## src/rtl/seq_signed_divider.sv

```systemverilog
// Multi-cycle signed divider: 17-bit dividend by 9-bit divisor,
// restoring iteration on magnitudes with truncating sign fix-up.
module seq_signed_divider (
  input  logic        clk,
  input  logic        rst_n,
  input  logic        in_valid,
  output logic        in_ready,
  input  logic [16:0] dividend,
  input  logic [8:0]  divisor,
  output logic        out_valid,
  input  logic        out_ready,
  output logic [16:0] quotient,
  output logic [8:0]  remainder,
  output logic        div_zero,
  output logic        overflow
);

  typedef enum logic [1:0] {
    IDLE,
    ITER,
    FIX,
    DONE
  } state_t;

  state_t      state_q, state_d;
  logic [16:0] dvd_q, dvd_d;
  logic [8:0]  dvs_q, dvs_d;
  logic [8:0]  rem_q, rem_d;
  logic [16:0] quo_q, quo_d;
  logic [4:0]  cnt_q, cnt_d;
  logic        sgq_q, sgq_d;
  logic        sgr_q, sgr_d;
  logic [16:0] quotient_q, quotient_d;
  logic [8:0]  remainder_q, remainder_d;
  logic        div_zero_q, div_zero_d;
  logic        overflow_q, overflow_d;
  logic [9:0]  trial;

  always_ff @(posedge clk or negedge rst_n) begin
    if (!rst_n) begin
      state_q     <= IDLE;
      dvd_q       <= '0;
      dvs_q       <= '0;
      rem_q       <= '0;
      quo_q       <= '0;
      cnt_q       <= '0;
      sgq_q       <= 1'b0;
      sgr_q       <= 1'b0;
      quotient_q  <= '0;
      remainder_q <= '0;
      div_zero_q  <= 1'b0;
      overflow_q  <= 1'b0;
    end else begin
      state_q     <= state_d;
      dvd_q       <= dvd_d;
      dvs_q       <= dvs_d;
      rem_q       <= rem_d;
      quo_q       <= quo_d;
      cnt_q       <= cnt_d;
      sgq_q       <= sgq_d;
      sgr_q       <= sgr_d;
      quotient_q  <= quotient_d;
      remainder_q <= remainder_d;
      div_zero_q  <= div_zero_d;
      overflow_q  <= overflow_d;
    end
  end

  always_comb begin
    state_d     = state_q;
    dvd_d       = dvd_q;
    dvs_d       = dvs_q;
    rem_d       = rem_q;
    quo_d       = quo_q;
    cnt_d       = cnt_q;
    sgq_d       = sgq_q;
    sgr_d       = sgr_q;
    quotient_d  = quotient_q;
    remainder_d = remainder_q;
    div_zero_d  = div_zero_q;
    overflow_d  = overflow_q;
    // Partial remainder stays below |divisor| <= 256, so bit 8 is 0.
    trial       = {rem_q, dvd_q[16]} - {1'b0, dvs_q};

    case (state_q)
      IDLE: begin
        if (in_valid) begin
          if (divisor == 9'd0) begin
            div_zero_d  = 1'b1;
            overflow_d  = 1'b0;
            quotient_d  = '0;
            remainder_d = '0;
            state_d     = DONE;
          end else begin
            dvd_d   = dividend[16] ? -dividend : dividend;
            dvs_d   = divisor[8] ? -divisor : divisor;
            sgq_d   = dividend[16] ^ divisor[8];
            sgr_d   = dividend[16];
            rem_d   = '0;
            quo_d   = '0;
            cnt_d   = 5'd16;
            state_d = ITER;
          end
        end
      end
      ITER: begin
        dvd_d = {dvd_q[15:0], 1'b0};
        if (!trial[9]) begin
          rem_d = trial[8:0];
          quo_d = {quo_q[15:0], 1'b1};
        end else begin
          rem_d = {rem_q[7:0], dvd_q[16]};
          quo_d = {quo_q[15:0], 1'b0};
        end
        if (cnt_q == 5'd0) begin
          state_d = FIX;
        end else begin
          cnt_d = cnt_q - 5'd1;
        end
      end
      FIX: begin
        div_zero_d = 1'b0;
        // Only -65536 / -1 yields a positive magnitude of 65536.
        if (!sgq_q && quo_q[16]) begin
          overflow_d  = 1'b1;
          quotient_d  = 17'h0FFFF;
          remainder_d = '0;
        end else begin
          overflow_d  = 1'b0;
          quotient_d  = sgq_q ? -quo_q : quo_q;
          remainder_d = sgr_q ? -rem_q : rem_q;
        end
        state_d = DONE;
      end
      DONE: begin
        if (out_ready) begin
          state_d = IDLE;
        end
      end
      default: state_d = IDLE;
    endcase
  end

  assign in_ready  = (state_q == IDLE);
  assign out_valid = (state_q == DONE);
  assign quotient  = quotient_q;
  assign remainder = remainder_q;
  assign div_zero  = div_zero_q;
  assign overflow  = overflow_q;

endmodule

```

## config.mk

```make
export PLATFORM = sky130hd
export DESIGN_NAME = seq_signed_divider
export DESIGN_NICKNAME = d
export VERILOG_FILES = /design/src/rtl/seq_signed_divider.sv
export SDC_FILE = /design/constraint.sdc
export NUM_CORES = 1
export LEC_CHECK = 0
export BUFFER_PORTS_ARGS = -buffer_cell sky130_fd_sc_hd__buf_4
export CAP_MARGIN = 20
export CORE_MARGIN = 10
export CORE_UTILIZATION = 45
export CTS_CLUSTER_SIZE = 12
export DETAILED_ROUTE_END_ITERATION = 10
export GPL_ROUTABILITY_DRIVEN = 1
export PLACE_DENSITY = 0.65
export SLEW_MARGIN = 30
export SYNTH_ARGS = -nofsm -noshare
export SYNTH_HDL_FRONTEND = slang
export SYNTH_SLANG_ARGS = --single-unit
```

## constraint.sdc

```tcl
create_clock -name clk -period 2.8 [get_ports clk]
set_input_delay 0.14 -clock clk [delete_from_list [all_inputs] [get_ports clk]]
set_output_delay 0.14 -clock clk [all_outputs]
set_load 0.02 [all_outputs]
```

==> metrics.md, run 1 <==
| Metric | Value |
|---|---|
| Seq/Total Area, Yosys | `0.421` |
| Crit path time final | `2.48 ns` |
| Fin area | `between 0.006 and 0.007 mm²` |
| Worst r2r src | `rem_q[3]` |
| WHS Endpoint | `dvd_q[0]` |
| Number of enable flip-flop cells after synthesis | `0` |
| Crit-path max FO | `13` |
| Initial antenna violation count | `0` |
| Synth area leader | `dfrtp_1` |
| Switching share of power | `0.421` |
| Largest stage delay, worst path | `between 0.5 and 0.6 ns` |
| Leakage | `about 2.9 nW` |
| Total wire length | `~12 mm` |
| Design Power | `~7.5 mW` |
| Fin. max-slew vios | `0` |
| Largest net degree at the start of global routing | `50` |
| RSZ-0062 raised after global routing | `false` |
| Final WS setup | `about 0.32 ns` |
| Worst Path Required | `roughly 3 ns` |
| First-pass GRT wire length | `around 20 mm` |
| Yosys reg bits | `between 80 and 90` |
| Nets | `about 690` |
| Fin Hold WS | `about 0.06 ns` |
| Delay-heaviest family, CP | `simple AND/OR/NAND/NOR gates` |
| Routed vias | `between 4k and 5k` |
| Syn Nets | `roughly 640` |
| Final Setup Violations | `0` |
| Die extent in y | `128 µm` |
| Sequential share of power | `0.282` |
| Layout cells sized above 1 | `0.170` |
| Status | `finished, final reports clean` |
| Synthesized area | `between 0.005 and 0.006 mm²` |
| Async SR Flop Fraction | `1.00` |
| Setup TNS | `0 ns` |
| Post-route ant nets | `0` |
| DIE WIDTH | `roughly 130 µm` |
| Most frequent cell after synthesis | `dfrtp_1` |
| Max VDD drop | `slightly above 0.0006 V` |
| Clock Sinks | `89` |
| Vias in the first global route | `roughly 4.3k` |
| Via density | `between 5 and 6` |
| HPWL after detailed placement | `roughly 9.0 mm` |
| Worst hold path type | `in -> reg` |
| Worst Skew | `0.00621 ns` |
| Total CTS buffers | `9` |
| Final worst path period share | `0.885` |
| Io pins | `60` |
| Final Hold Vio Count | `0` |
| R2r endpoint | `rem_q[3]` |
| R2R setup slack | `about 0.32 ns` |
| Clock Root Buffer | `clkbuf_16` |
| Buffers on Ports | `59` |
| Post-synth top area share | `0.421` |
| Reported max-cap violation count | `0` |
| Slowest cell on crit path | `or4b_1` |
| GPL Wtd Cong | `roughly 0.86` |
| Placed inst area | `0.00588 mm²` |
| Mean Syn Cell Area | `roughly 9.0 µm²` |
| Grt total ovfl | `0` |
| NetSw | `~3.1 mW` |
| Synth cell count leaders | `89 x dfrtp_1, 84 x nand2_1, 58 x o21ai_0` |
| Row Count | `39` |
| Worst-margin pin slew | `~0.63 ns` |
| Drt first pass iters | `4` |
| Worst EP arrival | `2.69 ns` |
| Post-CTS Setup Inserts | `0` |
| CP startpoint kind | `flip-flop` |
| Synth warn | `0` |
| Core Box Area | `0.0115 mm²` |
| Min-delay src | `dividend[0]` |
| Power per cell area | `about 1200 mW/mm²` |
| Clock power frac | `0.199` |
| Fmax | `between 400 and 500 MHz` |
| WP buf/inv | `1` |
| Placement Setup Slack | `about 0.38 ns` |
| Clk_lat worst skew | `between 0.3 and 0.4 ns` |
| Setup crit end kind | `flip-flop` |
| Netlist cell types | `between 50 and 60` |
| Critical path type | `reg -> reg` |
| Mapped Cells | `a little under 600` |
| Top area cells in the synthesized netlist | `dfrtp_1 42%, nand2_1 6.0%, o21ai_0 5.5%` |
| Die ar. | `0.0165 mm²` |
| Starting Density | `0.461` |
| Internal power | `~4.3 mW` |
| Diode count | `0` |
| Worst Hold Path Cells | `2` |
| Reg2reg path depth | `8` |
| Layout Area Growth over Synthesis | `18.5%` |
| Clk slew on worst S/H paths | `~0.060 ns` |
| DRT iter0 DRCs | `236` |
| CTS tree | `done` |
| Combinational Power Share | `0.518` |
| DR WL/cell | `15.1 µm` |
| Max-slew headroom | `0.580` |
| Crit path cell chain | `ha_1 -> a21oi_1 -> nand2_1 -> or4b_1 -> nand4_1 -> buf_4 -> mux2i_1 -> o21ai_0` |
| H-tree depth | `3` |
| Residual DRC | `0` |
| Top FF cell, synth | `dfrtp_1` |
| Longest Clk Path Bufs | `2` |
| Overall Global Routing Usage | `0.148` |
## layout by cell type (no fill, tap or decap), drive strengths merged, types with 2 or more instances in the layout
cell type	synthesis	layout
o221ai	2	2
bufinv	0	4
ha	19	19
o311ai	7	7
o21ai	61	61
o211ai	4	4
nand2	84	84
or3	7	7
nand4	2	2
dfrtp	89	89
buf	11	72
nand2b	9	9
xor2	18	18
clkbuf	19	9
nor2	43	43
clkinv	1	2
mux2	8	8
or4	2	2
a2bb2oi	3	3
o41ai	4	4
nand3	14	14
o22ai	2	2
or4b	2	2
xnor2	22	22
nor4	5	5
inv	32	34
nor3	11	11
a22o	19	19
a31oi	5	5
a21oi	30	30
mux2i	15	15
o31ai	16	16
a21boi	6	6
nor2b	5	5
a221o	3	3
## power groups by stage
stage          Clock [mW]  Sequential [mW]  Combinational (mW)
2_1_floorplan           0             2.17                2.81
3_3_place_gp            0             2.11                3.78
3_5_place_dp            0             2.14                3.88
4_1_cts              1.51             2.12                3.89
5_1_grt              1.57             2.18                4.39
6_report             1.49             2.11                3.88
## registers in the layout, indices dropped and copies added (netlist names), 2 cells and up
name	cells
rem_q	9
quo_q	17
quotient	17
state_q	2
dvs_q	9
remainder	9
dvd_q	17
cnt_q	5
## kinds of logic (layout without fill, tap and decap cells)
logic type      count (synthesis)  in the layout  synth area share
simple gates                  187            187             0.163
compound gates                165            165             0.204
flops                          89             89             0.421
buf+inv                        63            122            0.0511
xor+xnor                       40             40            0.0663
mux                            23             23            0.0454
fa+ha+maj                      20             20            0.0487
## area by class of cell
type	count	area [µm²]
Tap cell	143	179
Timing Repair Buffer	73	551
Inverter	33	124
Fill cell	994	5200
Clock inverter	7	149
Multi-Input combinational cell	435	2810
Sequential cell	89	2230
Clock buffer	9	225
## metrics by stage
step           cells   util
6_report         789  0.546
5_1_grt          789  0.546
4_1_cts          789  0.546
3_5_place_dp     772  0.513
3_3_place_gp     772  0.513
2_1_floorplan    587      -
## how the worst max path moves through the flow
stage	slack [ns]	from	end	cells past startpoint
floorplan	0.50	rem_q[5]	rem_q[4]	8
global placement	0.42	rem_q[5]	rem_q[5]	8
detailed placement	0.38	rem_q[3]	rem_q[6]	8
CTS	0.36	rem_q[3]	rem_q[6]	8
global route	0.17	rem_q[3]	rem_q[8]	8
finish	0.32	rem_q[3]	rem_q[3]	8
## timing repair
action	CTS	global route
hold endpoints to repair	47	0
hold buffers	1	0
resized for setup	0	0
setup endpoints to repair	0	0
## layer usage
layer / share of wire / GRT usage
met5: 0 / 0
met4: 0.015 / 0.0470
met3: 0.051 / 0.0370
met2: 0.47 / 0.241
met1: 0.46 / 0.188
Power figures use the tool's default switching activity.
==> inputs of run 2 (changes only) <==
CORE_UTILIZATION = 59   (was 45)
PLACE_DENSITY = 0.81   (was 0.65)
==> run 2 against run 1 <==
Utilization up 15 points. Register-to-register slack about the same. Clock power down 41%. Worst hold slack worse by 0.026 ns. Highest routed layer unchanged.
==> metrics.md, run 2 (synthesis results as in run 1) <==
| Metric | Value |
|---|---|
| Longest Clk Path Bufs | `2` |
| R2R setup slack | `between 0.3 and 0.4 ns` |
| Largest stage delay, worst path | `about 0.53 ns` |
| Initial antenna violation count | `0` |
| First-pass GRT wire length | `slightly above 20 mm` |
| Final WS setup | `0.314 ns` |
| Row Count | `34` |
| Slowest cell on crit path | `or4b_1` |
| Post-route ant nets | `0` |
| Io pins | `60` |
| Busiest layer in global routing | `met2` |
| Leakage | `roughly 2.8 nW` |
| # fillers | `671` |
| Most frequent cells in the layout | `89 x dfrtp_1, 84 x nand2_1, 71 x buf_4` |
| Clock Root Buffer | `clkbuf_8` |
| Worst-margin pin slew | `about 0.76 ns` |
| Max VDD drop | `0.000632 V` |
| Worst EP arrival | `around 2.7 ns` |
| Critical path type | `reg -> reg` |
| DIE WIDTH | `around 110 µm` |
| GPL Wtd Cong | `0.891` |
| Power per cell area | `1150 mW/mm²` |
| Layout cells sized above 1 | `0.170` |
| Buffers on Ports | `just under 60` |
| Clk_lat worst skew | `0.37 ns` |
| Status | `finished, final reports clean` |
| Vias in the first global route | `between 4k and 5k` |
| Overall Global Routing Usage | `0.190` |
| Setup TNS | `0 ns` |
| Clock Sinks | `89` |
| Reported max-cap violation count | `0` |
| HPWL after detailed placement | `between 9 and 10 mm` |
| RSZ-0062 raised after global routing | `false` |
| Total wire length | `about 12 mm` |
| Final worst path period share | `0.888` |
| Layout Area Growth over Synthesis | `14.4%` |
| Crit path time final | `about 2.5 ns` |
| Nets | `roughly 690` |
| Post-CTS resize count | `0` |
| Global Route met3 Usage | `0.0409` |
| Worst Skew | `approximately 0.011 ns` |
| Crit-path max FO | `13` |
| Crit path cell chain | `ha_1 -> a21oi_1 -> nand2_1 -> or4b_1 -> nand4_1 -> buf_4 -> mux2i_1 -> o21ai_0` |
| Max-slew headroom | `0.493` |
| Grt total ovfl | `0` |
| Clk slew on worst S/H paths | `0.10 ns` |
| Diode count | `0` |
| DR WL/cell | `between 15 and 20 µm` |
| Final Setup Violations | `0` |
| Residual DRC | `0` |
| Total CTS buffers | `9` |
| Placement Setup Slack | `around 0.36 ns` |
| Starting Density | `0.606` |
| Via density | `5.92` |
| Hold-fix buffers, CTS | `1` |
| DP Cell Count | `around 740` |
| H-tree depth | `3` |
| Core Box Area | `just under 0.009 mm²` |
| GR Layer Usage met1 | `0.244` |
| Fin. max-slew vios | `0` |
| Setup crit end kind | `flip-flop` |
| Count of non-filler cells in the finished layout | `about 750` |
| Post-CTS Setup Inserts | `0` |
| DRT iter0 DRCs | `~360` |
| Routed vias | `around 4.5k` |
| Fmax | `between 400 and 500 MHz` |
| Die extent in y | `roughly 110 µm` |
| Worst hold path type | `in -> reg` |
| Die ar. | `roughly 0.013 mm²` |
| CTS tree | `done` |
| Most common cell after layout, fill and taps aside | `dfrtp_1` |
| GR Util met2 | `0.314` |
| Largest net degree at the start of global routing | `62` |
| CP startpoint kind | `flip-flop` |
| Drt first pass iters | `5` |
| Final Hold Vio Count | `0` |
| Worst Path Required | `between 3 and 4 ns` |
run 2: cell types whose count changed in the layout (fill, tap and decap cells not counted), sizes merged:
cell	delta
bufinv	-4
inv	+3
clkinvlp	+1
run 2: layer usage:
metal	up-vias	part of all wire	routed length [µm]
met5	-	0	0
met4	0	0.011	133
met3	13	0.067	834
met2	145	0.48	5950
met1	2118	0.44	5500
li1	2187	-	-
run 2: report_power, final:
part	leakage (nW)	internal, mW	switching (mW)
logic	1.54	1.63	2.31
clock network	0.0962	0.349	0.529
registers	1.16	1.74	0.376
total	2.80	3.73	3.21
run 2: critical path: cells and delay by family (launching register included):
family	cells	cell delay (ns)
and+or+nand+nor	3	0.77
DFF	1	0.47
adders and majority gates	1	0.38
AOI/OAI and AO/OA	2	0.31
buffers and inverters	1	0.22
muxes	1	0.20
run 2: final timing paths:
check                             start            to  cells after the start
max                            rem_q[3]      rem_q[3]                      8
min                         dividend[0]      dvd_q[0]                      2
max reg2reg                    rem_q[3]      rem_q[3]                      8
min reg2reg                quotient[11]  quotient[11]                      2
max in group asynchronous         rst_n      dvs_q[1]                      3
min in group asynchronous         rst_n      dvs_q[6]                      2
run 2: per-stage QoR:
step	cell area (µm²)	power (mW)	util	hold WS [ns]
3_5_place_dp	5850	6.06	0.671	0.256
5_1_grt	6050	7.53	0.694	0.0436
2_1_floorplan	5290	4.98	-	-0.156
3_3_place_gp	5850	5.89	0.671	0.255
4_1_cts	6050	6.93	0.694	0.0251
6_report	6050	6.94	0.694	0.0337
run 2: cell type report:
type	instances	area, µm²	share of cell area
inverters	33	124	0.0205
repair buffers	73	563	0.0931
clock inverters	7	67.6	0.0112
multi-input cells	435	2810	0.464
clock buffers	9	124	0.0205
flip-flops and latches	89	2230	0.368
well taps	108	135	0.0223
